**src/rtl/setting_digits_counter.sv**
```systemverilog
// Two-digit BCD field counter (minutes/hours/alarm): tick-driven in run mode, button-stepped in setting mode.
// Latency: a step decided in one cycle shows on tens/ones/carry the next cycle; at_max is combinational.
// No backpressure: tick and buttons are sampled every cycle. Optional SETTING_BLINK_EN adds the blink output.
module setting_digits_counter #(
  parameter int MODULUS       = 60,
  parameter int INIT          = 0,
  parameter int REPEAT_DELAY  = 50000000,
  parameter int REPEAT_PERIOD = 10000000,
  parameter int BLINK_PERIOD  = 25000000
) (
  input  logic       clk,
  input  logic       reset,
  input  logic       en,
  input  logic       tick,
  input  logic       up_btn,
  input  logic       down_btn,
  output logic [3:0] tens,
  output logic [3:0] ones,
  output logic       carry,
`ifdef SETTING_BLINK_EN
  output logic       blink,
`endif
  output logic       at_max
);

  localparam int VW = $clog2(MODULUS);
  // One counter width fits every period so the repeat and blink counters share it.
  localparam int MAXP_A = (REPEAT_DELAY > REPEAT_PERIOD) ? REPEAT_DELAY : REPEAT_PERIOD;
  localparam int MAXP   = (MAXP_A > BLINK_PERIOD) ? MAXP_A : BLINK_PERIOD;
  localparam int CNT_W  = $clog2(MAXP + 1);

  localparam logic [1:0] ST_IDLE   = 2'd0;
  localparam logic [1:0] ST_DELAY  = 2'd1;
  localparam logic [1:0] ST_REPEAT = 2'd2;

  localparam logic [VW-1:0]    VAL_MAX  = VW'(MODULUS - 1);
  localparam logic [VW-1:0]    VAL_INIT = VW'(INIT);
  localparam logic [CNT_W-1:0] DLY_LAST = CNT_W'(REPEAT_DELAY - 1);
  localparam logic [CNT_W-1:0] PER_LAST = CNT_W'(REPEAT_PERIOD - 1);

  logic [VW-1:0]    value_q, value_d;
  logic [1:0]       state_q, state_d;
  logic [CNT_W-1:0] cnt_q, cnt_d;
  logic             dir_q, dir_d;      // 1 = the held button is up_btn
  logic             up_prev_q, dn_prev_q;
  logic             carry_q, carry_d;
  logic [3:0]       tens_q, tens_d, ones_q, ones_d;
  logic             step_up, step_dn;
  logic             rise_up, rise_dn, active_held, both_held;

  assign rise_up     = up_btn & ~up_prev_q;
  assign rise_dn     = down_btn & ~dn_prev_q;
  assign active_held = dir_q ? up_btn : down_btn;
  assign both_held   = up_btn & down_btn;
  assign at_max      = (value_q == VAL_MAX);

  // Mode/FSM decision: which step (if any) happens this cycle and the next FSM state.
  always_comb begin
    state_d = state_q;
    cnt_d   = cnt_q;
    dir_d   = dir_q;
    step_up = 1'b0;
    step_dn = 1'b0;
    if (!en) begin
      state_d = ST_IDLE;
      cnt_d   = '0;
      step_up = tick;
    end else begin
      case (state_q)
        ST_IDLE: begin
          if (rise_up && !down_btn) begin
            step_up = 1'b1;
            dir_d   = 1'b1;
            cnt_d   = '0;
            state_d = ST_DELAY;
          end else if (rise_dn && !up_btn) begin
            step_dn = 1'b1;
            dir_d   = 1'b0;
            cnt_d   = '0;
            state_d = ST_DELAY;
          end
        end
        ST_DELAY, ST_REPEAT: begin
          if (!active_held || both_held) begin
            state_d = ST_IDLE;
            cnt_d   = '0;
          end else if (cnt_q == ((state_q == ST_DELAY) ? DLY_LAST : PER_LAST)) begin
            step_up = dir_q;
            step_dn = ~dir_q;
            cnt_d   = '0;
            state_d = ST_REPEAT;
          end else begin
            cnt_d = cnt_q + 1'b1;
          end
        end
        default: begin
          state_d = ST_IDLE;
          cnt_d   = '0;
        end
      endcase
    end
  end

  // Modular arithmetic, wrap carry (run mode only) and BCD split of the next value.
  always_comb begin
    int v;
    value_d = value_q;
    if (step_up) begin
      value_d = at_max ? '0 : value_q + 1'b1;
    end else if (step_dn) begin
      value_d = (value_q == '0) ? VAL_MAX : value_q - 1'b1;
    end
    carry_d = ~en & tick & at_max;
    v       = int'(value_d);
    tens_d  = 4'(v / 10);
    ones_d  = 4'(v % 10);
  end

  // State registers; button history resets high so a button held through reset must be released first.
  always_ff @(posedge clk) begin
    if (!reset) begin
      value_q   <= VAL_INIT;
      state_q   <= ST_IDLE;
      cnt_q     <= '0;
      dir_q     <= 1'b0;
      up_prev_q <= 1'b1;
      dn_prev_q <= 1'b1;
      carry_q   <= 1'b0;
      tens_q    <= 4'(INIT / 10);
      ones_q    <= 4'(INIT % 10);
    end else begin
      value_q   <= value_d;
      state_q   <= state_d;
      cnt_q     <= cnt_d;
      dir_q     <= dir_d;
      up_prev_q <= up_btn;
      dn_prev_q <= down_btn;
      carry_q   <= carry_d;
      tens_q    <= tens_d;
      ones_q    <= ones_d;
    end
  end

  assign tens  = tens_q;
  assign ones  = ones_q;
  assign carry = carry_q;

`ifdef SETTING_BLINK_EN
  logic             blink_q, blink_d;
  logic [CNT_W-1:0] bcnt_q, bcnt_d;

  // Blink only while idling in setting mode; looking at the next state keeps digits lit from the first step.
  always_comb begin
    blink_d = 1'b0;
    bcnt_d  = '0;
    if (en && state_d == ST_IDLE) begin
      if (bcnt_q == CNT_W'(BLINK_PERIOD - 1)) begin
        blink_d = ~blink_q;
      end else begin
        blink_d = blink_q;
        bcnt_d  = bcnt_q + 1'b1;
      end
    end
  end

  // Blink phase registers.
  always_ff @(posedge clk) begin
    if (!reset) begin
      blink_q <= 1'b0;
      bcnt_q  <= '0;
    end else begin
      blink_q <= blink_d;
      bcnt_q  <= bcnt_d;
    end
  end

  assign blink = blink_q;
`endif

endmodule

```
**config.mk**
```make
export PLATFORM = sky130hd
export DESIGN_NAME = setting_digits_counter
export DESIGN_NICKNAME = d
export VERILOG_FILES = /design/src/rtl/setting_digits_counter.sv
export SDC_FILE = /design/constraint.sdc
export NUM_CORES = 1
export LEC_CHECK = 0
export BUFFER_PORTS_ARGS = -buffer_cell sky130_fd_sc_hd__buf_2
export CAP_MARGIN = 40
export CORE_MARGIN = 8
export CORE_UTILIZATION = 65
export CTS_CLUSTER_DIAMETER = 120
export DETAILED_ROUTE_END_ITERATION = 16
export GPL_TIMING_DRIVEN = 0
export PLACE_DENSITY_LB_ADDON = 0.15
export REMOVE_ABC_BUFFERS = 1
export SLEW_MARGIN = 20
export SYNTH_ARGS = -nofsm -noshare
export SYNTH_HDL_FRONTEND = slang
export SYNTH_SLANG_ARGS = --single-unit
```
**constraint.sdc**
```tcl
create_clock -name clk -period 16 [get_ports clk]
set_clock_uncertainty 0.1 [all_clocks]
set_input_delay 3.2 -clock clk [delete_from_list [all_inputs] [get_ports clk]]
set_output_delay 3.2 -clock clk [all_outputs]
set_load 0.005 [all_outputs]
```
# After elaboration in Yosys (flattened, before gate mapping)
# Index checks and enable logic that the tools add are counted.
# word_totals
wordCells	71
out_inout_bits	10
in_bits	6
reg_bits	46
# op_classes
div_mod_pow	2
bitwise	9
n_mux	29
n_eq_ne	6
add_sub_neg	3
n_reduce_logical	13
# ops
cell	count
two-way mux 26 bit	5
one-hot mux 26 bit (2 select lines)	1
divider 7 x 5 -> 32 bit, second input constant	1
remainder unit 7 x 5 -> 32 bit, second input constant	1
adder 26 x 1 -> 26 bit, second input constant	1
== test 26 bit	1
two-way mux 6 bit	4
two-way mux 1 bit	12
two-way mux 2 bit	4
adder 6 x 1 -> 6 bit, second input constant	1
== test 6 bit, second input constant	1
zero test 6 bit	1
inequality test 3 bit, second input constant	2
subtractor 6 x 1 -> 6 bit, second input constant	1
AND 1 bit	5
NOT 1 bit	4
one-hot mux 1 bit (2 select lines)	2
one-hot mux 2 bit (2 select lines)	1
AND reduction 2 bit	2
zero test 1 bit	3
AND reduction 3 bit	1
== test 2 x 1 -> 1 bit, second input constant	1
== test 2 bit, second input constant	1
logical AND 1 bit	2
other kinds (4)	4

# Depth between registers and ports, before layout
# Gate-level depths: netlist (run 1).
# depth
ltp_word	10
depth_mapped	24
ltp_nobuf	22

# Worst setup path after synthesis (run 1)
# OpenSTA, ideal clock, no wires.
# synth_timing
kind	input to register
start	input port down_btn
end	register ones_q[3], in the netlist ones[3]
cell_stages	22
setup_ps	79
path_slack_ps	8725
t_required_ps	15821
arrival_ps	7096
path_buffers	3
cell_sequence	clkbuf_1 nor3b_1 o2111a_1 and4_1 buf_4 or2_1 buf_2 a2111oi_2 nor2_1 inv_1 ha_1 inv_1 ha_1 inv_1 nand2_1 o32ai_1 o22ai_1 o2111ai_1 a2111oi_1 o22ai_1 or4b_1 o211ai_1
# synth_via
elab_chain_cells	9
word_cells_on_any_way	20
cone_classes	1 x div; 12 x mux; 2 x bitwise; 5 x reduce/logical
# synth_rtl
item	line	source
from (decl)	16	input logic down_btn,
AND 1 bit or two-way mux 1 bit (tied branches)	52, 53	
logical AND 1 bit or zero test 1 bit (tied branches)	76, 84	
two-way mux 1 bit or logical OR 1 bit (tied branches)	76, 84	
two-way mux 1 bit, on equally long branches	71, 84	
one-hot mux 1 bit (2 select lines)	69	case (state_q)
two-way mux 1 bit	64	if (!en) begin
two-way mux 6 bit	110	end else if (step_dn) begin
two-way mux 6 bit (*)	108	if (step_up) begin
remainder unit 7 x 5 -> 32 bit (*)	116	ones_d = 4'(v % 10);
to (signal assigned)	130	ones_q <= 4'(INIT % 10);
to (signal assigned)	140	ones_q <= ones_d;
to (decl)	47	logic [3:0] tens_q, tens_d, ones_q, ones_d;
# Every way passes the cells marked *; elsewhere a longest branch is shown, timed or not.
# A chain may end at the register's enable or synchronous reset.

# Worst setup path after layout (run 1)
# Same ends and word-level chain as after synthesis.

==> results.md, run 1 <==
* Run status: finished, final reports clean
* Reg2reg end: ones[2]$_SDFF_PN0_
* Core Rows at 24
* Yosys top cell by area: dfxtp_1
* Share of layout cells above drive strength 1 at 10.69%
* Hold path cells at 2
* I/O pin cnt at 16
* Synth top area cells: dfxtp_1 (32%), nor2_1 (7.1%), xor2_1 (6.0%)
* Total power at 0.2277 mW
* Cell Area, Placed at 2850 µm²
* GRT Total Usage at 18.97%
* DRT Pass-1 Iters at 4
* FILL cells at 364
* Synth unique cells at 65
* Seq/Total Area, Yosys at 31.64%
* TNS Setup at 0 ns
* CTS Buffer Depth at 2
* Hold_buf cts at 0
* N_diodes at 0
* Reg2Reg Depth at 20
* Reg area at 880.8 µm²
* Fin crit share at between 40% and 50%
* Crit path launch type: input pin
* Vias at around 2.4k
* Hold Vio Cnt, Final at 0
* CTS tree: yes
* Worst Hold Slack at 0.4273 ns
* Slew @ Worst Pin at 0.6401 ns
* Synth Area in Compound Gates at between 10% and 20%
* Vias in the first global route at between 2k and 2.5k
* Die Ht at 81.45 µm
* Die ar. at 6633 µm²
* Initial antenna violation count at 0
* Chip width at approximately 80 µm
* Number of buffers created by CTS at 5
* Multi-input logic area at 1754 µm²
* Slew margin rel. at 56.75%
* Setup Viol. Count Final at 0
* Synth Area in XOR/XNOR at 7.551%
* VDD IR max at 66.84 µV
* NumNets Final at around 360
* Worst skew pair latency at 0.30 ns
* GRT overflow at 0
* Starting Density at between 60% and 70%
* Clock sink total at 44
* Initial DRC Count at 202
* Setup Buffers After CTS at 0
* Mapped Area at 2784 µm²
* Ys Warns at 0
* ANT nets after route at 0
* Final WL at 5840 µm
* Hold Path Sink: cnt_q[1]$_SDFFE_PN0P_
* Gpl congestion at 0.8791
* Main combinational cell family by area after synthesis: simple AND/OR/NAND/NOR gates
* Leading register cell type out of synthesis: dfxtp_1
* Port bufs at 14
* Post-DP HPWL at 4305 µm
* Adder-cell share of the synthesized area at 5.393%
* Yosys top cell area share at 31.64%
* DRC Markers at 0
* CP max FO at 9
* Largest net degree at the start of global routing at 19
* Async SR Flop Fraction at 0%
* Clock slew at reported path FFs at roughly 0.090 ns
* Final Critical Period at 7.430 ns
* Power per cell area at 77.26 nW/µm²
* Max-slew violations at 0
* Crit. End Element: register
* MaxCap Viol Count at 0
* #FFs+latches synth at 44
* Core footprint at 4234 µm²
* Critical R2R Launch: state_q[1]$_SDFFE_PN0P_
* RSZ-0062 raised after global routing: false
* Cells after Synth at 341
* First-pass GRT wire length at about 10,000 µm
* PostCTS Resize Cnt at 0
* F_max at 134.6 MHz
* Syn Area/Cell at 8.164 µm²
* R2R setup slack at 10.66 ns
* WP data arrival at 7.56 ns
* Hold Crit Start: cnt_q[1]$_SDFFE_PN0P_
* Worst Path Required at 16.13 ns
* Post-synthesis simple-gate area fraction at 28.76%
* Worst Hold Class: register to register
* Leak at ~1.2 nW
* Clock root buffer: clkbuf_8
* Post-route cell area at 2947 µm²
* Mux cell area share after synthesis at ~1.6%
* Area Overhead vs Synth at 5.843%
* Wire length per cell at 14.67 µm
* Crit path kind: input pin to register
* H-Tree Depth at 2
* Vias per inst at 6.063
* EDFF count, synth at 0
[power by group]
group	leakage [nW]	internal, mW	total [mW]	switching (mW)
logic	0.745	0.0150	0.0376	0.0226
clock network	0.0516	0.0353	0.0748	0.0395
registers	0.356	0.113	0.115	0.00260
total	1.15	0.163	0.228	0.0647
[registers in the layout, summed over array words and instances, names as in the netlist]
| signal | flops |
|---|---|
| ones | 3 |
| value_q | 6 |
| dir_q | 1 |
| dn_prev_q | 1 |
| state_q | 2 |
| cnt_q | 26 |
| tens | 3 |
| carry | 1 |
| up_prev_q | 1 |
[placed cells by master (no fill, tap or decap), types with 4 or more instances in the layout]
cell type / Yosys / layout
a21oi_1: 10 / 10
a31oi_1: 4 / 4
and3_1: 7 / 7
buf_2: 1 / 14
clkbuf_8: 0 / 6
dfxtp_1: 44 / 44
ha_1: 12 / 12
inv_1: 15 / 15
nand2_1: 23 / 23
nand2b_1: 7 / 7
nand3_1: 13 / 13
nand4_1: 14 / 14
nor2_1: 53 / 53
nor3_1: 7 / 7
nor3b_1: 4 / 4
o2111a_1: 5 / 5
o211ai_1: 5 / 5
o21ai_0: 8 / 8
o22ai_1: 5 / 5
xnor2_1: 5 / 5
xor2_1: 19 / 19
[stage by stage]
stage               std cells  util (%)  setup WS, ns
global placement          389     66.87         8.371
finish                    398     69.59         8.570
floorplan                 323         -         9.008
detailed placement        390     67.32         8.327
CTS                       398     69.59         8.630
global route              398     69.59         8.212
[final cells by class]
cell class / count / area share [%]
Clock buffer: 6 / 2.803
Clock inverter: 2 / 0.4671
Inverter: 17 / 2.208
Multi-Input combinational cell: 262 / 59.53
Sequential cell: 44 / 29.89
Tap cell: 52 / 2.208
Timing Repair Buffer: 15 / 2.887
[worst max-delay path: stages]
cell,delay (ns)
buf_2,0.14
nor3b_1,0.16
o2111a_1,0.14
and4_1,0.28
or2_1,0.34
a2111oi_2,0.56
nor2_1,0.20
inv_1,0.16
ha_1,0.16
inv_1,0.04
ha_1,0.33
inv_1,0.09
nand2_1,0.06
o32ai_1,0.08
o22ai_1,0.19
o2111ai_1,0.16
a2111oi_1,0.34
o22ai_1,0.27
or4b_1,0.56
o211ai_1,0.09
[kinds of logic (layout without fill, tap and decap cells)]
logic type / after synthesis / count (layout)
AO/OA/AOI/OAI: 69 / 69
XOR/XNOR: 24 / 24
other: 1 / 1
multiplexers: 4 / 4
adder cells (fa/ha/maj): 12 / 12
flip-flops: 44 / 44
AND/OR/NAND/NOR: 152 / 152
buffers and inverters: 35 / 40
[synth_stat cells, drive strengths merged, types with 4 or more instances]
library cell and number:
nor2 54, dfxtp 44, nand2 23, xor2 19, inv 16, nand4 14, clkbuf 13, nand3 13
ha 12, a21oi 10, o21ai 10, nor3 8, and3 7, nand2b 7, buf 5, o2111a 5
o211ai 5, o22ai 5, xnor2 5, a31oi 4, nor3b 4
[per-layer routing]
layer	wire length, µm	global-route usage, %
met1	2674	23.02
met2	2780	31.50
met3	212	3.829
met4	172	8.929
met5	0	0
[worst max-delay path by stage]
stage	startpoint	endpoint	slack [ns]	cells past startpoint
floorplan	down_btn	ones[3]$_SDFF_PN0_	9.01	19
global placement	down_btn	ones[3]$_SDFF_PN0_	8.37	20
detailed placement	down_btn	ones[3]$_SDFF_PN0_	8.33	20
CTS	down_btn	ones[3]$_SDFF_PN0_	8.63	20
global route	down_btn	ones[3]$_SDFF_PN0_	8.21	20
finish	down_btn	ones[3]$_SDFF_PN0_	8.57	20
(Power assumes the default switching activity.)
==> run 2: changes to the inputs <==
--- a/config.mk
+++ b/config.mk
@@ -5,10 +5,11 @@
 export SDC_FILE = /design/constraint.sdc
 export NUM_CORES = 1
 export LEC_CHECK = 0
+export ABC_AREA = 1
 export BUFFER_PORTS_ARGS = -buffer_cell sky130_fd_sc_hd__buf_2
 export CAP_MARGIN = 40
 export CORE_MARGIN = 8
-export CORE_UTILIZATION = 65
+export CORE_UTILIZATION = 61
 export CTS_CLUSTER_DIAMETER = 120
 export DETAILED_ROUTE_END_ITERATION = 16
 export GPL_TIMING_DRIVEN = 0
==> constraint.sdc (replaced) <==
create_clock -name clk -period 7.4 [get_ports clk]
set_clock_uncertainty 0.1 [all_clocks]
set_input_delay 1.48 -clock clk [delete_from_list [all_inputs] [get_ports clk]]
set_output_delay 1.48 -clock clk [all_outputs]
set_load 0.005 [all_outputs]
==> results.md, run 2 <==
* EDFF count, synth at 0 (unchanged)
* Max FFs per register at 26 (unchanged)
* ANT nets after route at 0 (unchanged)
* DRC Markers at 0 (unchanged)
* Leak at 1.292 nW (+12%)
* Final Util at 66.03% (-3.6 points)
* Core footprint at 4629 µm² (+9.3%)
* Final Critical Period at between 4 and 5 ns
* Most frequent cells in the layout: nand2_1 (83), inv_1 (61), nor2_1 (60)
* Most frequent cell after synthesis: nand2_1
* Top reg by flops: cnt_q
* Int Power at 0.3786 mW (+130%)
* Syn Area/Cell at 6.716 µm² (-18%)
* Initial DRC Count at 153 (-24%)
* Port bufs at 14 (unchanged)
* Largest net degree at the start of global routing at 22 (+3)
* CTS Buffer Depth at 2 (unchanged)
* Vias at 2,658 (+10%)
* Hold Crit Start: cnt_q[20]$_SDFFE_PN0P_
* Power per cell area at 184.2 nW/µm² (+140%)
* Setup Viol. Count Final at 0 (unchanged)
* Yosys top cell by area: dfxtp_1
* RSZ-0062 raised after global routing: false
* Hold_buf cts at 0 (unchanged)
* GRT overflow at 0 (unchanged)
* Commonest non-fill, non-tap cell in the layout: nand2_1
* TNS Setup at 0 ns (unchanged)
* I/O pin cnt at 16 (unchanged)
* Crit. End Element: register
* Die ar. at 7151 µm² (+7.8%)
* Final worst slack at 2.785 ns (-5.785 ns)
* Clock root buffer: clkbuf_8
* Cells after Synth at 427 (+25%)
* Sequential power share at 45.1% (-5.5 points)
* VDD IR max at 118.8 µV (+78%)
* Clock sink total at 44 (unchanged)
* Worst Hold Slack at 0.3702 ns (-0.05713 ns)
* First-pass GRT wire length at 10,580 µm (+3.9%)
* Clock slew at reported path FFs at 0.09 ns (about the same)
* PostCTS Resize Cnt at 0 (unchanged)
* Critical R2R Launch: cnt_q[0]$_SDFFE_PN0P_
* Core Rows at 25 (+4.2%)
* F_max at roughly 220 MHz
* Largest regs: cnt_q: 26 flops, value_q: 6 flops
* Crit path launch type: input pin
* Area Overhead vs Synth at 6.588%
* Setup Buffers After CTS at 0 (unchanged)
* Finished Layout Cells at 496 (+25%)
* Number of buffers created by CTS at 5 (unchanged)
* Crit path launch: down_btn
* Chip width at 84.57 µm (+3.8%)
* H-Tree Depth at 2 (unchanged)
* Mapped Area at 2868 µm² (+3.0%)
* Yosys top cell area share at 30.72% (-0.92 points)
* NumNets Final at 459 (+26%)
* Synth top area cells: dfxtp_1 (31%), nand2_1 (11%), inv_1 (8.0%)
* Crit path kind: input pin to register
* Initial antenna violation count at 0 (unchanged)
* Worst Hold Class: register to register
* WP data arrival at 4.74 ns (-2.82 ns)
* R2R setup slack at 3.40 ns (-7.26 ns)
* Vias per inst at 5.359 (-12%)
* #FFs+latches synth at 44 (unchanged)
* Wire length per cell at 12.03 µm (-18%)
* Fin crit share at 62.37%
* Leading register cell type out of synthesis: dfxtp_1
* DRT Pass-1 Iters at 4 (unchanged)
* FILL cells at 420 (+15%)
* Async SR Flop Fraction at 0% (unchanged)
* Worst skew pair latency at 0.29 ns (about the same)
* Slew @ Worst Pin at 0.6566 ns (+0.01651 ns)
* Net Sw Frac at 32.76% (+4.3 points)
* MaxCap Viol Count at 0 (unchanged)
* Hold Vio Cnt, Final at 0 (unchanged)
* Synth top cells by count: nand2_1 (83), inv_1 (61), nor2_1 (60)
* Max-slew violations at 0 (unchanged)
* Gpl congestion at 0.8390 (-4.6%)
* Worst Path Required at 7.53 ns (-8.60 ns)
* Clock power share at 28.5% (-4.4 points)
* N_diodes at 0 (unchanged)
* GRT Total Usage at 17.40% (-1.6 points)
* Ys Warns at 0 (unchanged)
* Post-DP HPWL at 4596 µm (+6.8%)
* Reg area at 880.8 µm² (unchanged)
* Cell total after placement at 488 (+25%)
* Starting Density at 61.95% (-3.8 points)
* Share of layout cells above drive strength 1 at 14.48% (+3.8 points)
* Logic gate share of total power at 26.4% (+9.9 points)
* Vias in the first global route at 2,633 (+17%)
* Run status: finished, final reports clean
* Multi-input logic area at 1704 µm² (-2.9%)
* Seq/Total Area, Yosys at 30.72% (-0.92 points)
* Die Ht at 84.57 µm (+3.8%)
* Synth unique cells at 45 (-31%)
* NetSw at 0.1845 mW (+190%)
* CP max FO at 8 (-1)
* Slew margin rel. at 56.18% (-0.57 points)
* CTS tree: yes
* Final WL at 5965 µm (+2.1%)
* Pre-CTS setup slack at 2.525 ns (-5.803 ns)
## run 2: cell types whose count changed in the layout (fill, tap and decap cells not counted), moves of 5 or more
cell      delta
a21oi_1     +16
and3_1       -7
inv_1       +46
nand2_1     +60
nand2_2     +15
nand2_4      +6
nand2b_1     -7
nand3_1     +14
nand4_1     -10
nor2_1       +7
nor3_1      +11
o2111a_1     -5
xor2_1      -10
## run 2: path summary, 6_finish.rpt
check / cells after the start / endpoint
setup / recovery: 26 / ones[3]$_SDFF_PN0_
hold / removal: 2 / cnt_q[20]$_SDFFE_PN0P_
setup reg to reg: 26 / ones[3]$_SDFF_PN0_
hold reg to reg: 2 / cnt_q[20]$_SDFFE_PN0P_
## run 2: power groups by stage
| stage | Combinational [mW] | Clock [mW] | Sequential, mW |
|---|---|---|---|
| 3_5_place_dp | 0.149 | 0 | 0.259 |
| 2_1_floorplan | 0.115 | 0 | 0.260 |
| 3_3_place_gp | 0.145 | 0 | 0.259 |
| 4_1_cts | 0.149 | 0.162 | 0.254 |
| 6_report | 0.149 | 0.161 | 0.254 |
| 5_1_grt | 0.169 | 0.173 | 0.255 |
## run 2: area by class of cell
class,count,area share (%)
clock buffer,7,2.824
clock inverter,1,0.2456
inverter,64,7.859
multi-input combinational,312,55.75
sequential,44,28.82
tap,54,2.210
timing repair buffer,14,2.292
## run 2: logic make-up (layout without fill, tap and decap cells)
group,after synthesis,count (layout),share of synthesized area [%]
other,1,1,0.1308
adders and majority gates,12,12,5.235
xor gates and xnor gates,10,10,3.054
buffers and inverters,71,86,9.860
AOI/OAI and AO/OA,57,57,12.92
DFF,44,44,30.72
and+or+nand+nor,232,232,38.09
## run 2: per-stage QoR
step | cell area (µm²) | power [mW]
after floorplan | 2825 | 0.3754
after global placement | 2963 | 0.4045
after detailed placement | 2963 | 0.4083
after CTS | 3057 | 0.5648
after global routing | 3057 | 0.5967
final | 3057 | 0.5631
## run 2: worst max-delay path: stages
cell and delay (ns):
buf_2 0.08, inv_1 0.05, nor2_1 0.09, inv_1 0.07, nor3_1 0.26, nand3_1 0.14
nand2_2 0.13, nand2_2 0.12, nand2_1 0.10, nand2_1 0.09, a21oi_4 0.22, ha_1 0.18
inv_1 0.04, ha_1 0.26, inv_1 0.06, nand2_1 0.06, nand2_2 0.12, nand3_1 0.13
nor2_4 0.18, nand3_1 0.11, and2_1 0.18, ha_1 0.18, nand3b_1 0.15, nand2_1 0.07
nand2_1 0.06, a21oi_2 0.10
## run 2: metal layers
layer | routed length [µm] | track usage [%]
met5 | 0 | 0
met4 | 103 | 6.634
met3 | 150 | 3.415
met2 | 3087 | 32.64
met1 | 2624 | 18.55
